## src/rtl/piso_tx.sv

```systemverilog
// Parallel-in, serial-out transmitter: accepts a word on a valid/ready handshake and
// shifts it out one bit per clock, optionally followed by an even-parity bit.
module piso_tx #(
  parameter int WIDTH     = 8,
  parameter int LSB_FIRST = 0,
  parameter int PARITY_EN = 0
) (
  input  logic             clk,
  input  logic             rst_n,
  input  logic [WIDTH-1:0] data_in,
  input  logic             load_valid,
  output logic             load_ready,
  output logic             ser_out,
  output logic             frame,
  output logic             done
);

  localparam int N  = WIDTH + PARITY_EN;
  localparam int CW = (N > 1) ? $clog2(N) : 1;

  typedef enum logic {
    IDLE  = 1'b0,
    SHIFT = 1'b1
  } state_t;

  state_t         state;
  logic [N-1:0]   shreg;
  logic [CW-1:0]  cnt;
  logic [N-1:0]   order;

  function automatic logic even_parity(input logic [WIDTH-1:0] d);
    return ^d;
  endfunction

  // Lays the word out so that bit 0 of the result is the first bit on the line.
  function automatic logic [N-1:0] tx_order(input logic [WIDTH-1:0] d);
    logic [N-1:0] f;
    f = '0;
    for (int i = 0; i < WIDTH; i++) begin
      f[i] = (LSB_FIRST != 0) ? d[i] : d[WIDTH-1-i];
    end
    if (PARITY_EN != 0) begin
      f[N-1] = even_parity(d);
    end
    return f;
  endfunction

  assign order = tx_order(data_in);

  // Handshake, shift sequencing and all registered outputs.
  always_ff @(posedge clk or negedge rst_n) begin
    if (!rst_n) begin
      state      <= IDLE;
      shreg      <= '0;
      cnt        <= '0;
      load_ready <= 1'b1;
      ser_out    <= 1'b0;
      frame      <= 1'b0;
      done       <= 1'b0;
    end else begin
      done <= 1'b0;
      case (state)
        IDLE: begin
          if (load_valid && load_ready) begin
            ser_out    <= order[0];
            shreg      <= {1'b0, order[N-1:1]};
            cnt        <= '0;
            frame      <= 1'b1;
            load_ready <= 1'b0;
            state      <= SHIFT;
          end else begin
            ser_out    <= 1'b0;
            frame      <= 1'b0;
            load_ready <= 1'b1;
          end
        end
        SHIFT: begin
          // cnt holds the index of the bit currently on the line.
          if (cnt == CW'(N - 1)) begin
            ser_out    <= 1'b0;
            frame      <= 1'b0;
            done       <= 1'b1;
            load_ready <= 1'b1;
            state      <= IDLE;
          end else begin
            ser_out    <= shreg[0];
            shreg      <= {1'b0, shreg[N-1:1]};
            cnt        <= cnt + 1'b1;
          end
        end
        default: begin
          state      <= IDLE;
          ser_out    <= 1'b0;
          frame      <= 1'b0;
          load_ready <= 1'b1;
        end
      endcase
    end
  end

endmodule

```

## config.mk

```make
export PLATFORM = sky130hd
export DESIGN_NAME = piso_tx
export DESIGN_NICKNAME = d
export VERILOG_FILES = /design/src/rtl/piso_tx.sv
export SDC_FILE = /design/constraint.sdc
export NUM_CORES = 1
export LEC_CHECK = 0
export ABC_AREA = 1
export BUFFER_PORTS_ARGS = -buffer_cell sky130_fd_sc_hd__buf_4
export CORE_UTILIZATION = 32
export CTS_BUF_LIST = sky130_fd_sc_hd__clkbuf_8
export CTS_CLUSTER_SIZE = 30
export DETAILED_ROUTE_END_ITERATION = 10
export PLACE_DENSITY = 0.5
export RECOVER_POWER = 50
export SLEW_MARGIN = 15
export SYNTH_ARGS = -nofsm -noshare
export SYNTH_HDL_FRONTEND = slang
export SYNTH_SLANG_ARGS = --single-unit
```

## constraint.sdc

```tcl
create_clock -name clk -period 1.98 [get_ports clk]
set_clock_uncertainty 0.15 [all_clocks]
set_input_delay 0.099 -clock clk [delete_from_list [all_inputs] [get_ports clk]]
set_output_delay 0.099 -clock clk [all_outputs]
set_load 0.02 [all_outputs]
```

==> impl_metrics.tcl, run 1 <==
set metrics [dict create \
    status "finished, final reports clean" \
    syn_area_um2 718 \
    setup-tns-final_ns 0 \
    cts_root_buffer "clkbuf_8" \
    synth_cell_type_count 14 \
    post-route-period-util_pct 86.7 \
    vdd_drop_max_v 0.000599 \
    rsz0062_at_grt "no" \
    fp.dieH_um 49.4 \
    place_congestion 0.696 \
    synth.area.top_cells "dfrtp_1 (49%), nand2_1 (21%), nand3_1 (8.4%)" \
    synth_most_common_cell "nand2_1" \
    synth_ff_type "dfrtp_1" \
    grt_pass1_vias 574 \
    stdcell_area_um2 958 \
    cts_num_sinks 15 \
    ant_nets 0 \
    cts_buffers 3 \
    die_x_um 49.4 \
    drv_cap 0 \
    grt_max_degree 16 \
    clockBufferDepth 2 \
    clkLatencyLatePin_ns 0.25 \
    synth-edff-count 0 \
    setup_viol 0 \
    drive_above_1_share_pct 18.2 \
    seqPwrFrac_pct 40.0 \
    final_nets 125 \
    power.total_w 0.00132 \
    power.leakage_nw 0.527 \
    syn_avg_cell_area_um2 8.35 \
    grt_pass1_wl_um 2660 \
    p_clk_share_pct 18.9 \
    detail_route.first_pass.iterations 4 \
    fmax_ghz 0.582 \
    period_needed_ns 1.72 \
    worst_slew_pin_slew_ns 0.825 \
    antenna_cells 0 \
    synth_cells 86 \
    avgRoutedWirePerCell_um 10.7 \
    coreArea_mm2 0.00204 \
    area_growth_pct 33.4 \
    postLayoutSetupSlackWorst_ns 0.263 \
    vias 612 \
    place_ws_ns 0.278 \
    cp.arrival_ns 1.75 \
    routed_wirelength_um 1470 \
    placed_area_um2 843 \
    die_area_mm2 0.00244 \
    yosysTopAreaCellShare_pct 48.8 \
    synth_warnings 0 \
    finish.utilization_pct 46.9 \
    ioPinCount 15 \
    cts_tree "done" \
    synth.net_count 100 \
    cp-end-kind "register" \
    required_ns 2.01 \
    hp-class "primary input to register" \
    switchingPower_w 0.000527 \
    hold_viol_final 0 \
    io_buffer_count 14 \
    p_int_w 0.000789 \
    report.final.slew_viol_count 0 \
    initial_core_util_pct 35.2 \
    holdPathStages 3 \
    startpoint_type "register" \
    grt_use_total_pct 14.6 \
    post-route-drc-count 0 \
    dp_hpwl_um 931 \
    antenna_found_initial 0 \
    reg2regPathDepth 7 \
    grt_overflow 0 \
    worst_slew_margin_rel_pct 45.0 \
    synth_top_area_cell "dfrtp_1" \
    ys_async_sr_fraction_pct 100 \
    avgViaCountPerCell 4.47 \
    path_clk_slew_ns 0.06 \
    rows 16 \
    critPathKind "register to register" \
    pwr-share-comb_pct 41.1 \
    synth_common_cells "nand2_1 (40), dfrtp_1 (14), nand3_1 (12), inv_1 (6), ha_1 (3)" \
    htree_levels 1 \
    crit_fanout 13 \
    yosysSeqAreaShare_pct 52.4 \
    drtIter0Drc 8 \
    power.density_mw_per_mm2 1370 \
    ys_ff_latch 15 \
    power.share.switching_pct 40.0 \
]
[placed cells by master, fill, tap and decap left out, drive strengths merged]
cell / Yosys / final
dfstp: 1 / 1
inv: 7 / 7
buf: 3 / 12
dlygate4sd3: 0 / 8
nand2: 41 / 41
o21ai: 2 / 2
dfrtp: 14 / 14
ha: 3 / 3
or2: 1 / 1
clkinv: 0 / 1
nand3: 13 / 13
nand4: 1 / 1
clkbuf: 0 / 6
[state kept, by name (all words and copies together), names as in the netlist]
register and count:
shreg 7, cnt 3, done 1, frame 1, load_ready 1, ser_out 1, state 1
[what timing repair did]
action | CTS | global route
setup buffers | 0 | 0
resized for setup | 0 | 0
hold buffers | 8 | 0
hold endpoints to repair | 22 | 0
[logic make-up after synthesis]
family / after synthesis / share of synthesized area (%)
buffers and inverters: 10 / 6.62
adder cells (fa/ha/maj): 3 / 5.23
flip-flops: 15 / 52.4
AO/OA/AOI/OAI: 2 / 1.39
AND/OR/NAND/NOR: 56 / 34.3
[per-layer routing]
layer	vias to the layer above	GRT usage (%)	share of wire (%)
met5	-	0	0
met2	17	23.3	45
li1	315	-	-
met1	278	18.4	49
met3	2	4.67	5.5
met4	0	5.71	0.82
[final timing paths]
kind                       startpoint        to  slack, ns
max                            cnt[0]  shreg[3]       0.26
min                        load_valid  shreg[6]      0.005
max reg2reg                    cnt[0]  shreg[3]       0.26
min reg2reg                    cnt[1]    cnt[1]       0.36
max in group asynchronous       rst_n    cnt[1]       0.86
min in group asynchronous       rst_n      done       0.30
[stage by stage]
stage | hold WS [ns] | std cells
after floorplan | -0.347 | 86
after global placement | -0.181 | 125
after detailed placement | -0.182 | 125
after CTS | 0.00271 | 137
after global routing | 0.0271 | 137
final | 0.00536 | 137
[power by group through the flow]
stage	Sequential [W]	Combinational (W)	Clock [W]
4_1_cts	0.000527	0.000562	0.000260
5_1_grt	0.000547	0.000641	0.000276
3_5_place_dp	0.000529	0.000548	0
2_1_floorplan	0.000545	0.000381	0
3_3_place_gp	0.000531	0.000545	0
6_report	0.000527	0.000541	0.000248
[critical path, cell delays in order (launching register included)]
cell     delay (ns)
dfrtp_1        0.39
ha_1           0.23
ha_1           0.20
inv_1          0.05
nand2_1        0.25
nand2_2        0.25
nand2_1        0.07
nand2_1        0.07
[layout make-up]
type	count	area [µm²]
timing repair buffer	23	181
sequential	15	377
clock inverter	1	5.00
tap	27	33.8
multi-input combinational	61	294
inverter	7	26.3
fill	224	1080
clock buffer	3	41.3
Power figures use the tool's default switching activity.
==> run 2: changes to the inputs <==
CTS_BUF_LIST = sky130_fd_sc_hd__clkbuf_16   (was sky130_fd_sc_hd__clkbuf_8)
==> run 2 against run 1 <==
Fmax fell by 0.18%. Wire length rose by 1.8%. Worst setup slack got worse by 0.0031 ns.
==> impl_metrics.tcl, run 2 (synthesized netlist as in run 1, its figures left out) <==
set metrics [dict create \
    status "finished, final reports clean" \
    power.leakage_nw 0.538 \
    r2r_end "shreg[3]" \
    fmax_ghz 0.581 \
    final_cell_mix "nand2_1 (40), dfrtp_1 (14), nand3_1 (12), buf_4 (12), dlygate4sd3_1 (7)" \
    seqPwrFrac_pct 36.1 \
    antenna_found_initial 0 \
    area_growth_pct 36.8 \
    cp.arrival_ns 1.75 \
    routed_wirelength_um 1500 \
    detail_route.first_pass.iterations 4 \
    io_buffer_count 14 \
    crit_end "shreg[3]" \
    hold_viol_final 0 \
    htree_levels 1 \
    worst_slew_margin_rel_pct 45.1 \
    dp_hpwl_um 931 \
    coreArea_mm2 0.00204 \
    clkLatencyLatePin_ns 0.24 \
    hp-class "primary input to register" \
    antenna_cells 0 \
    pwr-share-comb_pct 37.1 \
    worst_slew_pin_slew_ns 0.823 \
    post-route-drc-count 0 \
    power.density_mw_per_mm2 1490 \
    die_x_um 49.4 \
    cts_tree "done" \
    required_ns 2.01 \
    vias 608 \
    grt_use_total_pct 15.0 \
    vdd_drop_max_v 0.000760 \
    place_congestion 0.696 \
    period_needed_ns 1.72 \
    instances_no_fill 136 \
    ioPinCount 15 \
    grt_overflow 0 \
    reg2reg_from "cnt[0]" \
    mostFrequentLayoutCell "nand2_1" \
    post-route-period-util_pct 86.9 \
    reg2regPathDepth 7 \
    reg2reg_setup_slack_ns 0.26 \
    top_register "shreg" \
    cts_num_sinks 15 \
    drv_cap 0 \
    drive_above_1_share_pct 18.3 \
    critPathKind "register to register" \
    crit_start "cnt[0]" \
    final_nets 124 \
    rsz0062_at_grt "no" \
    grt_pass1_vias 570 \
    path_clk_slew_ns 0.05 \
    avgRoutedWirePerCell_um 11.0 \
    die_area_mm2 0.00244 \
    cts_root_buffer "clkbuf_16" \
    power.share.switching_pct 37.1 \
    startpoint_type "register" \
    avgViaCountPerCell 4.47 \
    fp.dieH_um 49.4 \
    report.final.slew_viol_count 0 \
    clockBufferDepth 2 \
    timing.hold.ws_ns 0.00833 \
    grt_pass1_wl_um 2680 \
    place_inst 125 \
    cp-end-kind "register" \
    ant_nets 0 \
    crit_fanout 13 \
    place_ws_ns 0.278 \
    initial_core_util_pct 35.2 \
    switchingPower_w 0.000542 \
    rows 16 \
    cts_buffers 3 \
    p_clk_share_pct 26.7 \
    largest_reg_flops 7 \
    largestRegisters "shreg (7), cnt (3)" \
    p_int_w 0.000918 \
    drtIter0Drc 10 \
    grt_max_degree 16 \
    setup_viol 0 \
    fill_cells 223 \
    postLayoutSetupSlackWorst_ns 0.260 \
    setup-tns-final_ns 0 \
]
==> run 2: cell type report <==
cell class                      count  area [µm²]  area share [%]
Tap cell                           27        33.8            3.44
Multi-Input combinational cell     61         294            29.9
Timing Repair Buffer               22         171            17.5
Clock inverter                      1        5.00           0.510
Sequential cell                    15         377            38.3
Inverter                            7        26.3            2.68
Clock buffer                        3        75.1            7.64
==> run 2: worst min path at each step <==
stage | start | to | cells past startpoint
2_1_floorplan | rst_n | cnt[0] | 0
3_5_place_dp | rst_n | done | 1
4_1_cts | data_in[6] | shreg[0] | 5
6_report | data_in[6] | shreg[0] | 5
3_3_place_gp | rst_n | done | 1
5_1_grt | data_in[6] | shreg[0] | 5
==> run 2: worst max-delay path, cell delays in order, from the launching register on <==
cell and delay, ns:
dfrtp_1 0.39, ha_1 0.22, ha_1 0.19, inv_1 0.05, nand2_1 0.26, nand2_2 0.25, nand2_1 0.07, nand2_1 0.07
==> run 2: metal layers <==
layer  GRT usage, %  up-vias  routed length, µm
li1               -      316                  -
met1           17.9      273                704
met2           24.9       17                703
met3           5.61        2                 79
met4           4.29        0                 12
met5              0        -                  0
==> run 2: per-stage QoR <==
stage | instance area, µm² | power, W | util [%]
6_report | 982 | 0.00146 | 48.1
5_1_grt | 982 | 0.00161 | 48.1
3_3_place_gp | 843 | 0.00108 | 41.3
3_5_place_dp | 843 | 0.00108 | 41.3
4_1_cts | 993 | 0.00150 | 48.7
2_1_floorplan | 718 | 0.000926 | -
==> run 2: what timing repair did <==
item                                    in CTS  in global routing
endpoints found under the setup margin       0                  0
resized for setup                            0                  0
hold buffers                                 7                  0
setup buffers                                0                  0
endpoints found under the hold margin       21                  0
==> run 2: power by group through the flow <==
| stage | clock network [W] | registers (W) | logic [W] |
|---|---|---|---|
| final | 0.000391 | 0.000528 | 0.000542 |
| after global routing | 0.000425 | 0.000549 | 0.000641 |
| after CTS | 0.000406 | 0.000529 | 0.000563 |
| after detailed placement | 0 | 0.000529 | 0.000548 |
| after global placement | 0 | 0.000531 | 0.000545 |
| after floorplan | 0 | 0.000545 | 0.000381 |
==> run 3: changes to the inputs <==
RECOVER_POWER = unset   (was 50)
==> run 3 against run 2 <==
Worst hold slack stayed put. Clock-buffer cell count is the same. Non-clock buffer count unchanged. Power increased by 0.72%. Core utilization increased by 0.55 points. Combinational power grew 2%. Critical path type unchanged. Highest routed layer unchanged.
==> impl_metrics.tcl, run 3 (synthesized netlist as in run 1, its figures left out) <==
set metrics [dict create \
    status "finished, final reports clean" \
    hp-class "primary input to register" \
    clockBufferDepth 2 \
    drive_above_1_share_pct 21.1 \
    final_nets 124 \
    m1WireLength_um 705 \
    startpoint_type "register" \
    area_growth_pct 38.3 \
    clkLatencyLatePin_ns 0.24 \
    grt_max_degree 16 \
    place_congestion 0.696 \
    crit_path_frequent_cell "nand2_1" \
    cts_resized 0 \
    setup_viol 0 \
    period_needed_ns 1.72 \
    dp_hpwl_um 931 \
    switchingPower_w 0.000543 \
    initial_core_util_pct 35.2 \
    post-route-drc-count 0 \
    htree_levels 1 \
    crit_fanout 13 \
    grt_pass1_wl_um 2680 \
    multi_input_area_um2 294 \
    fmax_ghz 0.581 \
    required_ns 2.01 \
    power.density_mw_per_mm2 1480 \
    cts_root_buffer "clkbuf_16" \
    largest_reg_flops 7 \
    drv_cap 0 \
    reg2reg_setup_slack_ns 0.26 \
    crit_family "simple AND/OR/NAND/NOR gates" \
    antenna_found_initial 0 \
    io_buffer_count 14 \
    worst_slew_margin_rel_pct 70.6 \
    avgViaCountPerCell 4.47 \
    die_x_um 49.4 \
    post-route-period-util_pct 86.9 \
    grt_pass1_vias 570 \
    vias 608 \
    seq_area_um2 377 \
    wl_met3_um 76 \
    coreArea_mm2 0.00204 \
    cp.arrival_ns 1.75 \
    fp.dieH_um 49.4 \
    top_register "shreg" \
    cts_tree "done" \
    ioPinCount 15 \
    cp_slowest_cell "dfrtp_1" \
    crit_chain "ha_1, ha_1, inv_1, nand2_1, nand2_2, nand2_1, nand2_1" \
    drtIter0Drc 10 \
    finish.utilization_pct 48.7 \
    cts_buffers 3 \
    setup-tns-final_ns 0 \
    antenna_cells 0 \
    holdPathStages 5 \
    path_buf_inv 1 \
    largestRegisters "shreg (7), cnt (3)" \
    path_clk_slew_ns 0.05 \
    cp.depth 7 \
    ant_nets 0 \
    power.share.switching_pct 36.9 \
    fill_cells 219 \
    mostFrequentLayoutCell "nand2_1" \
    cts_num_sinks 15 \
    seqPwrFrac_pct 35.9 \
    critPathKind "register to register" \
    rows 16 \
    hold_viol_final 0 \
    worst_path_largest_cell_delay_ns 0.39 \
    final_cell_mix "nand2_1 (40), buf_4 (15), dfrtp_1 (14)" \
    report.final.slew_viol_count 0 \
    avgRoutedWirePerCell_um 11.0 \
    pwr-share-comb_pct 37.5 \
    detail_route.first_pass.iterations 4 \
    grt_overflow 0 \
    route.met2.wl_um 704 \
    grt_use_total_pct 15.0 \
    dr.max_layer_used "met4" \
    routed_wirelength_um 1500 \
    p_int_w 0.000928 \
    cp-end-kind "register" \
    vdd_drop_max_v 0.000764 \
    reg2regPathDepth 7 \
    rsz0062_at_grt "no" \
    p_clk_share_pct 26.5 \
    die_area_mm2 0.00244 \
    power.leakage_nw 0.550 \
    worst_slew_pin_slew_ns 0.441 \
]
==> run 3: cell types whose count changed in the layout (fill, tap and decap cells not counted), sizes merged <==
cell	before	now
buf	12	15
clkbuf	6	3
==> run 3: path summary, 6_finish.rpt <==
path / startpoint / end
setup / recovery: cnt[0] / shreg[3]
hold / removal: data_in[6] / shreg[0]
setup reg to reg: cnt[0] / shreg[3]
hold reg to reg: cnt[1] / cnt[1]
max in group asynchronous: rst_n / load_ready
min in group asynchronous: rst_n / done
==> run 3: worst reg2reg max path: stages (launching register included) <==
cell	delay, ns
dfrtp_1	0.39
ha_1	0.22
ha_1	0.19
inv_1	0.05
nand2_1	0.26
nand2_2	0.25
nand2_1	0.07
nand2_1	0.07
==> run 3: per-layer routing <==
layer,track usage (%),vias to the layer above
met4,4.29,0
met3,5.61,2
met2,24.9,17
met1,17.9,273
li1,-,316
met5,0,-
==> run 3: timing repair <==
item | 4_1_cts | 5_1_grt
hold endpoints to repair | 21 | 0
buffers inserted | 0 | 0
hold buffers | 7 | 0
==> run 3: power groups by stage <==
| stage | Clock [W] | Sequential [W] | Combinational [W] |
|---|---|---|---|
| global route | 0.000425 | 0.000549 | 0.000651 |
| global placement | 0 | 0.000531 | 0.000545 |
| CTS | 0.000406 | 0.000529 | 0.000563 |
| floorplan | 0 | 0.000545 | 0.000381 |
| detailed placement | 0 | 0.000529 | 0.000548 |
| finish | 0.000391 | 0.000528 | 0.000552 |
==> run 3: layout make-up <==
class	instances	area share [%]
clock inverters	1	0.504
flip-flops and latches	15	37.9
clock buffers	3	7.56
repair buffers	22	18.4
inverters	7	2.64
multi-input cells	61	29.6
well taps	27	3.40
==> run 3: per-stage QoR <==
step	worst slack, ns	power [W]	instance area [µm²]	std cells	hold WS (ns)
finish	0.260	0.00147	993	136	0.00833
global route	0.139	0.00162	993	136	0.0264
CTS	0.249	0.00150	993	136	0.00947
detailed placement	0.278	0.00108	843	125	-0.182
global placement	0.339	0.00108	843	125	-0.181
floorplan	0.533	0.000926	718	86	-0.347
